**config.mk**
```make
export PLATFORM = sky130hd
export DESIGN_NAME = sonic_ring_reader_128_2
export DESIGN_NICKNAME = d
export VERILOG_FILES = /design/src/rtl/sonic_ring_reader_128_2.sv
export SDC_FILE = /design/constraint.sdc
export NUM_CORES = 1
export LEC_CHECK = 0
export BUFFER_PORTS_ARGS = -buffer_cell sky130_fd_sc_hd__buf_4
export CORE_UTILIZATION = 55
export CTS_BUF_LIST = sky130_fd_sc_hd__clkbuf_4 sky130_fd_sc_hd__clkbuf_8 sky130_fd_sc_hd__clkbuf_16
export DETAILED_ROUTE_END_ITERATION = 12
export PLACE_DENSITY = 0.78
export SYNTH_ARGS = -nofsm -noshare
export SYNTH_HDL_FRONTEND = slang
export SYNTH_SLANG_ARGS = --single-unit
```
**constraint.sdc**
```tcl
create_clock -name clock -period 6 [get_ports clock]
set_clock_uncertainty 0.2 [all_clocks]
set_input_delay 1.2 -clock clock [delete_from_list [all_inputs] [get_ports clock]]
set_output_delay 1.2 -clock clock [all_outputs]
set_load 0.02 [all_outputs]
```
**src/rtl/sonic_ring_reader_128_2.sv**
```systemverilog
// Transmit-side ring reader: drains 128-bit words from an external synchronous RAM
// and streams them as 2-bit symbols, prefetching one word to avoid word-boundary bubbles.
module sonic_ring_reader_128_2 (
    input  logic         clock,
    input  logic         reset,
    input  logic [7:0]   wr_ptr,
    output logic [7:0]   rd_address,
    output logic         rd_en,
    input  logic [127:0] rd_data,
    output logic [7:0]   rd_ptr,
    output logic [1:0]   data_out,
    output logic         data_valid,
    input  logic         data_ready,
    output logic [13:0]  sym_address,
    output logic         empty
);

    localparam int unsigned WORD_W = 128;
    localparam int unsigned SYM_W  = 2;
    localparam int unsigned PTR_W  = 8;
    localparam int unsigned IDX_W  = 6;
    localparam logic [IDX_W-1:0] LAST_IDX = IDX_W'(63);

    logic [WORD_W-1:0] cur;
    logic              cur_valid;
    logic [PTR_W-1:0]  cur_ptr;
    logic [IDX_W-1:0]  sym_idx;
    logic [WORD_W-1:0] nxt;
    logic              nxt_valid;
    logic [PTR_W-1:0]  nxt_ptr;
    logic              inflight;
    logic [PTR_W-1:0]  fl_ptr;
    logic [PTR_W-1:0]  rd_ptr_q;

    logic accept;
    logic retire;
    logic land_cur;

    // At landing nxt is always empty (a read is only issued with nxt free),
    // so the only choice is whether cur frees up at this same edge.
    always_comb begin
        accept   = cur_valid & data_ready;
        retire   = accept & (sym_idx == LAST_IDX);
        land_cur = inflight & (~cur_valid | (retire & ~nxt_valid));
        rd_en    = ~reset & ~inflight & ~nxt_valid & (rd_ptr_q != wr_ptr);
    end

    always_ff @(posedge clock) begin
        if (reset) begin
            cur       <= '0;
            cur_valid <= 1'b0;
            cur_ptr   <= '0;
            sym_idx   <= '0;
            nxt       <= '0;
            nxt_valid <= 1'b0;
            nxt_ptr   <= '0;
            inflight  <= 1'b0;
            fl_ptr    <= '0;
            rd_ptr_q  <= '0;
        end else begin
            inflight <= rd_en;
            if (rd_en) begin
                rd_ptr_q <= rd_ptr_q + PTR_W'(1);
                fl_ptr   <= rd_ptr_q;
            end

            if (accept) begin
                sym_idx <= sym_idx + IDX_W'(1);
            end

            if (retire) begin
                if (nxt_valid) begin
                    cur       <= nxt;
                    cur_ptr   <= nxt_ptr;
                    nxt_valid <= 1'b0;
                end else if (!inflight) begin
                    cur_valid <= 1'b0;
                end
            end

            // Landing word from the read issued last cycle
            if (inflight) begin
                if (land_cur) begin
                    cur       <= rd_data;
                    cur_ptr   <= fl_ptr;
                    cur_valid <= 1'b1;
                    sym_idx   <= '0;
                end else begin
                    nxt       <= rd_data;
                    nxt_ptr   <= fl_ptr;
                    nxt_valid <= 1'b1;
                end
            end
        end
    end

    always_comb begin
        rd_address  = rd_ptr_q;
        rd_ptr      = rd_ptr_q;
        data_valid  = cur_valid;
        data_out    = cur_valid ? cur[{sym_idx, 1'b0} +: SYM_W] : SYM_W'(0);
        sym_address = {cur_ptr, sym_idx};
        empty       = (rd_ptr_q == wr_ptr) & ~cur_valid & ~nxt_valid;
    end

endmodule
```
Word level (Yosys, flattened, before mapping)
Index checks and enable logic that the tools add are counted.
- register bits: 297
- input port bits: 139
- output and inout port bits: 35
- logic and storage cells: 52
- add/sub/neg operators: 2
- equal/unequal tests: 3
- shift operators: 1
- multiplexer cells: 20
- bitwise logic cells: 15
- reductions and logical operators: 1
- operator list (operator ; count):
    $mux 128 ; 4
    $shiftx 128x8->2 ; 1
    $mux 8 ; 4
    $mux 6 ; 3
    $and 1x1->1 ; 9
    $add 8x1->8 const B ; 1
    $eq 8x8->1 ; 1
    $mux 1 ; 8
    $ne 8x8->1 ; 1
    $add 6x1->6 const B ; 1
    $eq 6x6->1 const B ; 1
    $not 1->1 ; 5
    $mux 2 ; 1
    $reduce_and 2->1 ; 1
    $or 1x1->1 ; 1

Logic depth before layout (Yosys ltp)
Gate-level depths: netlist of run 1.
- depth after elaboration: 7
- gate-level depth with buffers: 9
- mapped depth without buffers: 6

Worst setup path before layout of run 1
OpenSTA, ideal clock, no wires.
- path type: input -> output
- from: input wr_ptr[0]
- to: output rd_en
- arrival time: 2329 ps
- required time: 4600 ps
- setup slack: 2271 ps
- stages: 6
- path buffers: 2
- path through: xnor2_1 > nand4_1 > o21ai_0 > buf_2 > buf_2 > inv_1
- cells in the longest elaborated chain, start to end: 2
- ends and longest elaborated chain (element ; RTL line ; RTL):
    start: declaration ; 6 ; input logic [7:0] wr_ptr,
    $ne 8x8->1 ; 45 ; rd_en = ~reset & ~inflight & ~nxt_valid & (rd_ptr_q != wr_ptr);
    $and 1x1->1 ; 45 ;
    end: declaration ; 8 ; output logic rd_en,
No other way between the ends.

Worst setup path after layout of run 1
- from: register sym_idx[0]
- to: output data_out[0]
- cells in the longest elaborated chain, start to end: 2
- ends and longest elaborated chain (element ; RTL line ; RTL):
    start: declaration ; 27 ; logic [IDX_W-1:0] sym_idx;
    start signal: assignment ; 68 ; sym_idx <= sym_idx + IDX_W'(1);
    $shiftx 128x8->2 ; 101 ; data_out = cur_valid ? cur[{sym_idx, 1'b0} +: SYM_W] : SYM_W'(0);
    $mux 2 ; 101 ;
    end: declaration ; 11 ; output logic [1:0] data_out,
No other way between the ends.

==> reports/summary.txt, run 1 <==
Synth top area share = 45.18%
synth unique cells = 37
Floorplan Core Area = 0.02347 sq mm
wire per inst = 17.17 microns
Crit Path Class = reg2out
Inst Count DP = 1,789
post_cts resized = 0
Clock Pin Slew Worst Setup and Hold Paths = 60 ps
slack of the worst reg-to-reg path = 2080 ps
TritonCTS clock tree = yes
post-synthesis cell area = 0.01316 sq mm
Rel. slew slack = 25.45%
WP data arrival = 3240 ps
Clock Tree Root = clkbuf_16
total grt overflow = 0
Final period util = 77.35%
average cell area after synthesis = 9.300 sq um
Critical R2R Launch = sym_idx[1]
Routability Congestion = 0.7933
R2R depth = 7
Final Max Tran Viols = 0
Cells after Synth = 1,415
clock power share = 41.9%
Synth warnings = 0
largest net degree at the start of global routing = 137
fmax = 215.5 MHz
Synth area leaders = dfxtp_1, mux2i_1, nand2_1
All-Layer GR Usage = 25.66%
Max-cap violations = 0
Clock Sinks = 297
initial core utilization = 56.06%
drt first pass iters = 5
Layout fillers = 1,854
fraction of final layout cells sized beyond drive strength 1 = 23.72%
worst-margin pin slew = 1118 ps
Clk Latency, worst-skew pair = 550 ps
clk buf depth = 3
IO Pins = 174
Required @ worst endpoint = 4600 ps
Post-DRT Antenna Nets = 0
CP Launch Type = flip-flop
CTS H-tree depth = 1
DRC = 0
Port Buf Inserts = 173
post-placement worst setup slack = 1867 ps
Pint = 3.575 mW
worst hold path class = reg2reg
Hold Buf Count CTS = 0
Seq pwr share = 46.1%
Setup crit end kind = output port
# rows = 56
combinational share of power = 12.1%
Die Height = 156.7 microns
worst hold endpoint = nxt[13]
antenna violations before repair = 0
VDD IR max = 0.0002522 V
CP Max Fanout = 24
hold depth = 2
Final Non-Filler Cells = 1,845
PD cells = 307.3 mW/mm^2
postcts setup bufs = 0
first-pass GRT wire length = 50,600 microns
Final HPWL DP = 19,450 microns
Net Sw Power = 1.179 mW
reg-to-reg critical path endpoint = cur_ptr[3]
Worst Setup SP = sym_idx[0]
P_leak = 6.549 nW
min-delay src = nxt[13]
vias in the first global route = 9,877
nets = 1,644
via count = 10.48k
switching share of power = 24.81%
RSZ-0062 raised after global routing = false
cell taking the most area after synthesis = dfxtp_1
endpoints failing setup = 0
DR vias/cell = 5.682
setup ws final = 1359 ps
minimum clock period = 4641 ps
die extent in x = 156.7 microns
post-synthesis sequential element count = 297
Inserted Clock Buffers = 31
die area = 0.02455 sq mm
ANT cells = 0
Setup TNS Final = 0 ps
status = completed
final WL = 31,680 microns
sequential-to-total area share from yosys stat = 45.18%
endpoints failing hold = 0
net count after synthesis = 1,556
Iter 0 DRT Violations = 925
Layout area overhead = 17.56%
[per-layer routing]
metal / vias to the layer above / GRT usage, % / part of all wire, % / wire length, microns
met1: 5027 / 34.31 / 44 / 13900
met3: 54 / 4.126 / 6.2 / 1973
met4: 0 / 7.096 / 2.0 / 647
li1: 5097 / - / - / -
met2: 306 / 42.84 / 48 / 15160
met5: - / 0 / 0 / 0
[cells in the final DEF (no fill, tap or decap), drive strengths merged]
cell type	count
xnor2	11
nor2	154
a211oi	136
clkinvlp	2
xor2	3
ha	2
clkinv	8
nand4	6
nor4	2
mux2i	154
mux4	32
bufinv	4
or3	2
nand2b	3
o41ai	2
or4	2
o211ai	2
nand3	10
inv	5
or2	1
o21ai	4
nor2b	4
nor3	8
a221oi	1
buf	186
a21oi	145
dfxtp	297
nand2	287
a22oi	4
o31ai	3
and3	2
nor3b	1
and2	1
clkbuf	42
[final cells by class]
cell class              count  area [sq um]  share of cell area (%)
clock inverters            14         175.2                   1.132
inverters                   5         18.77                  0.1213
well taps                 319         399.1                   2.580
repair buffers            186          1429                   9.237
multi-input cells         982          6604                   42.69
flip-flops and latches    297          5948                   38.45
clock buffers              42         895.9                   5.791
[state kept, by name, indices dropped and copies added, names as in the netlist]
signal	flops
data_valid	1
nxt_valid	1
fl_ptr	8
inflight	1
cur	128
rd_address	8
nxt_ptr	8
cur_ptr	8
nxt	128
sym_idx	6
[how the worst max path moves through the flow]
stage	slack, ps	to	cells past startpoint
CTS	1300	data_out[0]	7
detailed placement	1870	rd_en	6
finish	1360	data_out[0]	7
floorplan	2270	rd_en	6
global route	1160	data_out[1]	7
global placement	1890	rd_en	6
[stage by stage]
step	total power [mW]	area (sq um)	util, %	hold slack (ps)
after CTS	4.782	15470	65.91	254.5
after detailed placement	2.803	14400	61.34	246.0
after floorplan	2.604	13160	-	235.7
after global placement	2.784	14400	61.34	240.9
after global routing	4.930	15470	65.91	270.1
final	4.754	15470	65.91	253.6
[power groups by stage]
stage / Clock, mW / Combinational (mW) / Sequential, mW
after floorplan: 0 / 0.403 / 2.20
after global placement: 0 / 0.556 / 2.23
after detailed placement: 0 / 0.572 / 2.23
after CTS: 2.02 / 0.575 / 2.19
after global routing: 2.10 / 0.627 / 2.20
final: 1.99 / 0.574 / 2.19
[Yosys cell counts, drive strengths merged]
cell    number
dfxtp      297
nand2      287
mux2i      154
nor2       154
a21oi      145
a211oi     136
clkbuf      72
buf         59
mux4        32
xnor2       11
nand3       10
nor3         8
nand4        6
inv          5
a22oi        4
nor2b        4
o21ai        4
nand2b       3
o31ai        3
xor2         3
and3         2
ha           2
nor4         2
o211ai       2
o41ai        2
or3          2
or4          2
a221oi       1
and2         1
nor3b        1
or2          1
[critical path, stage by stage, from the launching register on]
cell	delay [ps]
dfxtp_2	960
buf_4	410
mux4_2	530
a22oi_1	200
nand4_1	140
nand3_1	190
o41ai_1	100
buf_4	170
[cell families (layout without fill, tap and decap cells)]
group	Yosys count	count (layout)	synth area share (%)
buffers and inverters	136	247	4.792
xor gates and xnor gates	14	14	0.9318
and+or+nand+nor	483	483	14.47
DFF	297	297	45.18
adders and majority gates	2	2	0.1901
AOI/OAI and AO/OA	297	297	17.24
muxes	186	186	17.19
(Power assumes the default switching activity.)
==> run 2: changes to the inputs <==
- CORE_UTILIZATION: 55 -> 52
- PLACE_DENSITY: 0.78 -> 0.77
- clock period: 6 -> 3.8 ns (I/O delays scaled with it)
==> reports/summary.txt, run 2 (synthesis gave the netlist of run 1 again) <==
status = completed
setup ws final = 111.0 ps
IO Pins = 174
endpoints failing setup = 0
placed instance area = 0.01456 sq mm
fin util = 63.44%
Top Family by Delay on Critical Path = simple AND/OR/NAND/NOR gates
VDD IR max = 0.0003536 V
ANT cells = 0
Final Max Tran Viols = 0
Routability Congestion = 0.8046
Post-DRT Antenna Nets = 0
Layout area overhead = 18.28%
RSZ-0062 raised after global routing = false
vias in the first global route = 9,887
Max-cap violations = 0
fraction of final layout cells sized beyond drive strength 1 = 24.28%
Inst Count DP = 1,805
biggest regs = cur x128, nxt x128
Crit Path Class = reg2out
Final Non-Filler Cells = 1,860
# rows = 57
Clock Pin Slew Worst Setup and Hold Paths = 60 ps
most frequent cells in the layout = dfxtp_1, nand2_1, buf_4
CP Launch Type = flip-flop
total grt overflow = 0
Setup crit end kind = output port
nets = 1,655
WP data arrival = 2730 ps
final WL = 32,370 microns
Storage cell area = 0.005953 sq mm
DRC = 0
Inserted Clock Buffers = 31
worst-margin pin slew = 1279 ps
Final HPWL DP = 20,520 microns
Design Area, Final = 0.01556 sq mm
Rel. slew slack = 14.74%
post-placement worst setup slack = 513.5 ps
drt first pass iters = 8
TritonCTS clock tree = yes
via count = 10.50k
Clk Latency, worst-skew pair = 540 ps
multi-input combinational cell area = 0.006611 sq mm
die extent in x = 161.1 microns
CP Buf/Inv Count = 2
Setup TNS Final = 0 ps
clk buf depth = 3
All-Layer GR Usage = 24.53%
CP Max Fanout = 13
largest net degree at the start of global routing = 212
die area = 0.02595 sq mm
antenna violations before repair = 0
Final Power = 7.304 mW
CP cell instances = buf_4 > nor2_1 > a22oi_1 > and3_1 > o41ai_2 > buf_4
first-pass GRT wire length = 51,900 microns
CTS H-tree depth = 1
initial core utilization = 53.64%
Crit path largest cell delay = 520 ps
fmax = 271.1 MHz
Clock Tree Root = clkbuf_16
endpoints failing hold = 0
Port Buf Inserts = 173
wire per inst = 17.40 microns
Clock Sinks = 297
most common cell after layout, fill and taps aside = dfxtp_1
Required @ worst endpoint = 2840 ps
worst hold path class = reg2reg
Die Height = 161.1 microns
Iter 0 DRT Violations = 1,008
Floorplan Core Area = 0.02453 sq mm
PD cells = 469.3 mW/mm^2
DR vias/cell = 5.647
Final period util = 97.08%
P_leak = 6.616 nW
Layout fillers = 2,035
hold_ws = 252.8 ps
CP most frequent cell = buf_4
slowest stage cell, crit path = o41ai_2
Hold Buf Count CTS = 0
minimum clock period = 3689 ps
==> run 2: area by class of cell <==
cell class | instances | share of cell area, %
clock buffer | 45 | 5.820
inverter | 5 | 0.1206
multi-input combinational | 982 | 42.48
timing repair buffer | 197 | 10.22
tap | 324 | 2.605
sequential | 297 | 38.25
clock inverter | 10 | 0.5065
==> run 2: where the power goes <==
| part | internal [mW] | switching [mW] | total, mW |
|---|---|---|---|
| clock network | 1.71 | 1.19 | 2.91 |
| logic | 0.428 | 0.503 | 0.931 |
| registers | 3.32 | 0.145 | 3.47 |
==> run 2: worst register-to-register path: stages (launching register included) <==
cell,delay [ps]
dfxtp_4,510
buf_4,350
ha_1,220
nand3_2,130
o41ai_2,320
buf_4,210
or2_4,440
buf_12,380
nand2_1,130
a21oi_1,170
==> run 2: worst paths after layout <==
path	startpoint	end	slack [ps]	depth (start not counted)
worst max-delay path	sym_idx[2]	data_out[0]	110	6
worst min-delay path	nxt[27]	nxt[27]	250	2
worst max register to register	sym_idx[1]	nxt[82]	660	9
worst min register to register	nxt[27]	nxt[27]	250	2
==> run 2: timing repair <==
| action | CTS | global route |
|---|---|---|
| endpoints found under the setup margin | 2 | 2 |
| setup buffers | 0 | 0 |
| resized for setup | 1 | 3 |
| endpoints found under the hold margin | 0 | 0 |
| gates cloned | 0 | 0 |
==> run 2: metal layers <==
metal / share of wire, % / vias up / global-route usage, % / routed length, microns
met1: 43 / 5002 / 33.61 / 14040
li1: - / 5117 / - / -
met2: 48 / 339 / 40.18 / 15460
met3: 6.6 / 46 / 3.955 / 2144
met4: 2.2 / 0 / 6.475 / 725
met5: 0 / - / 0 / 0
==> run 3: changes to the inputs <==
- CAP_MARGIN: default -> 20
- CORE_UTILIZATION: 52 -> 45
- PLACE_DENSITY: 0.77 -> 0.68
==> reports/summary.txt, run 3 (synthesis gave the netlist of run 1 again) <==
CP Max Fanout = 21
Clock Tree Root = clkbuf_16
# rows = 62
Design Area, Final = 0.01584 sq mm
first-pass GRT wire length = 53,550 microns
minimum clock period = 3713 ps
Crit Path Class = reg2out
drt first pass iters = 5
status = completed
IO Pins = 174
All-Layer GR Usage = 22.12%
antenna violations before repair = 0
worst-margin pin slew = 1028 ps
fmax = 269.4 MHz
layer with the highest usage = met2
Die Height = 173 microns
Worst Setup SP = sym_idx[1]
Critical R2R Launch = sym_idx[1]
Setup crit end kind = output port
Iter 0 DRT Violations = 926
clk buf depth = 3
Clock Pin Slew Worst Setup and Hold Paths = 60 ps
Port Buf Inserts = 173
ANT cells = 0
die extent in x = 173 microns
Final period util = 97.70%
worst hold path class = reg2reg
CTS H-tree depth = 2
Layout fillers = 2,533
VDD IR max = 0.0003178 V
via count = 10.50k
Inserted Clock Buffers = 34
post-placement worst setup slack = 560.9 ps
RSZ-0062 raised after global routing = false
fin util = 55.19%
CP cell instances = buf_4 > mux4_2 > a22oi_1 > nand4_1 > nand2_1 > o21ai_0 > buf_4
total grt overflow = 0
TritonCTS clock tree = yes
WP data arrival = 2750 ps
biggest regs = cur x128, nxt x128
Rel. slew slack = 31.48%
largest net degree at the start of global routing = 165
Setup TNS Final = 0 ps
Clk Latency, worst-skew pair = 510 ps
die area = 0.02993 sq mm
placed instance area = 0.01464 sq mm
Final Max Tran Viols = 0
grt met1 use = 30.97%
Floorplan Core Area = 0.02870 sq mm
met2 usage = 35.10%
nets = 1,657
Final Non-Filler Cells = 1,924
vias in the first global route = 9,904
final WL = 33,840 microns
most common cell after layout, fill and taps aside = dfxtp_1
DR vias/cell = 5.457
fraction of final layout cells sized beyond drive strength 1 = 24.48%
CP most frequent cell = buf_4
slowest stage cell, crit path = dfxtp_2
met3 Track Usage GR = 3.694%
endpoints failing hold = 0
Post-DRT Antenna Nets = 0
CP Launch Type = flip-flop
most frequent cells in the layout = dfxtp_1, nand2_1, buf_4
P_leak = 6.704 nW
hold_ws = 251.9 ps
setup ws final = 87.38 ps
endpoints failing setup = 0
Clock Sinks = 297
PD cells = 492.1 mW/mm^2
Required @ worst endpoint = 2840 ps
Routability Congestion = 0.7679
Final HPWL DP = 21,310 microns
initial core utilization = 45.85%
wire per inst = 17.59 microns
Layout area overhead = 20.39%
Inst Count DP = 1,864
Crit path largest cell delay = 730 ps
min-delay src = nxt[35]
Final Power = 7.796 mW
DRC = 0
Max-cap violations = 0
[run 3: what timing repair did]
item / in CTS / in global routing
endpoints found under the setup margin: 0 / 1
resized for setup: 0 / 1
buffers inserted: 0 / 0
hold buffers: 0 / 0
[run 3: worst paths after layout]
check | endpoint | depth (start not counted) | slack, ps
min | nxt[35] | 2 | 250
max reg2reg | cur[34] | 8 | 640
min reg2reg | nxt[35] | 2 | 250
max | data_out[1] | 7 | 90
[run 3: layout make-up]
type / instances / area (sq um) / share of cell area (%)
Clock buffer: 50 / 1086 / 6.856
Clock inverter: 10 / 105.1 / 0.6635
Inverter: 5 / 18.77 / 0.1185
Multi-Input combinational cell: 982 / 6611 / 41.73
Sequential cell: 297 / 5948 / 37.55
Tap cell: 384 / 480.5 / 3.033
Timing Repair Buffer: 196 / 1592 / 10.05
[run 3: power breakdown]
part	total [mW]	switching, mW	internal [mW]
Sequential	3.47	0.149	3.32
Combinational	0.930	0.506	0.425
Clock	3.40	1.28	2.11
[run 3: layer usage]
layer / vias up / part of all wire [%]
met5: - / 0
met4: 0 / 2.2
met3: 46 / 6.0
met2: 315 / 47
met1: 4999 / 45
li1: 5140 / -
[run 3: worst max-delay path, delay by kind of cell (launching register included)]
kind | cells | cell delay [ps]
DFF | 1 | 730
muxes | 1 | 330
and+or+nand+nor | 2 | 260
AOI/OAI and AO/OA | 2 | 380
buffers and inverters | 2 | 520
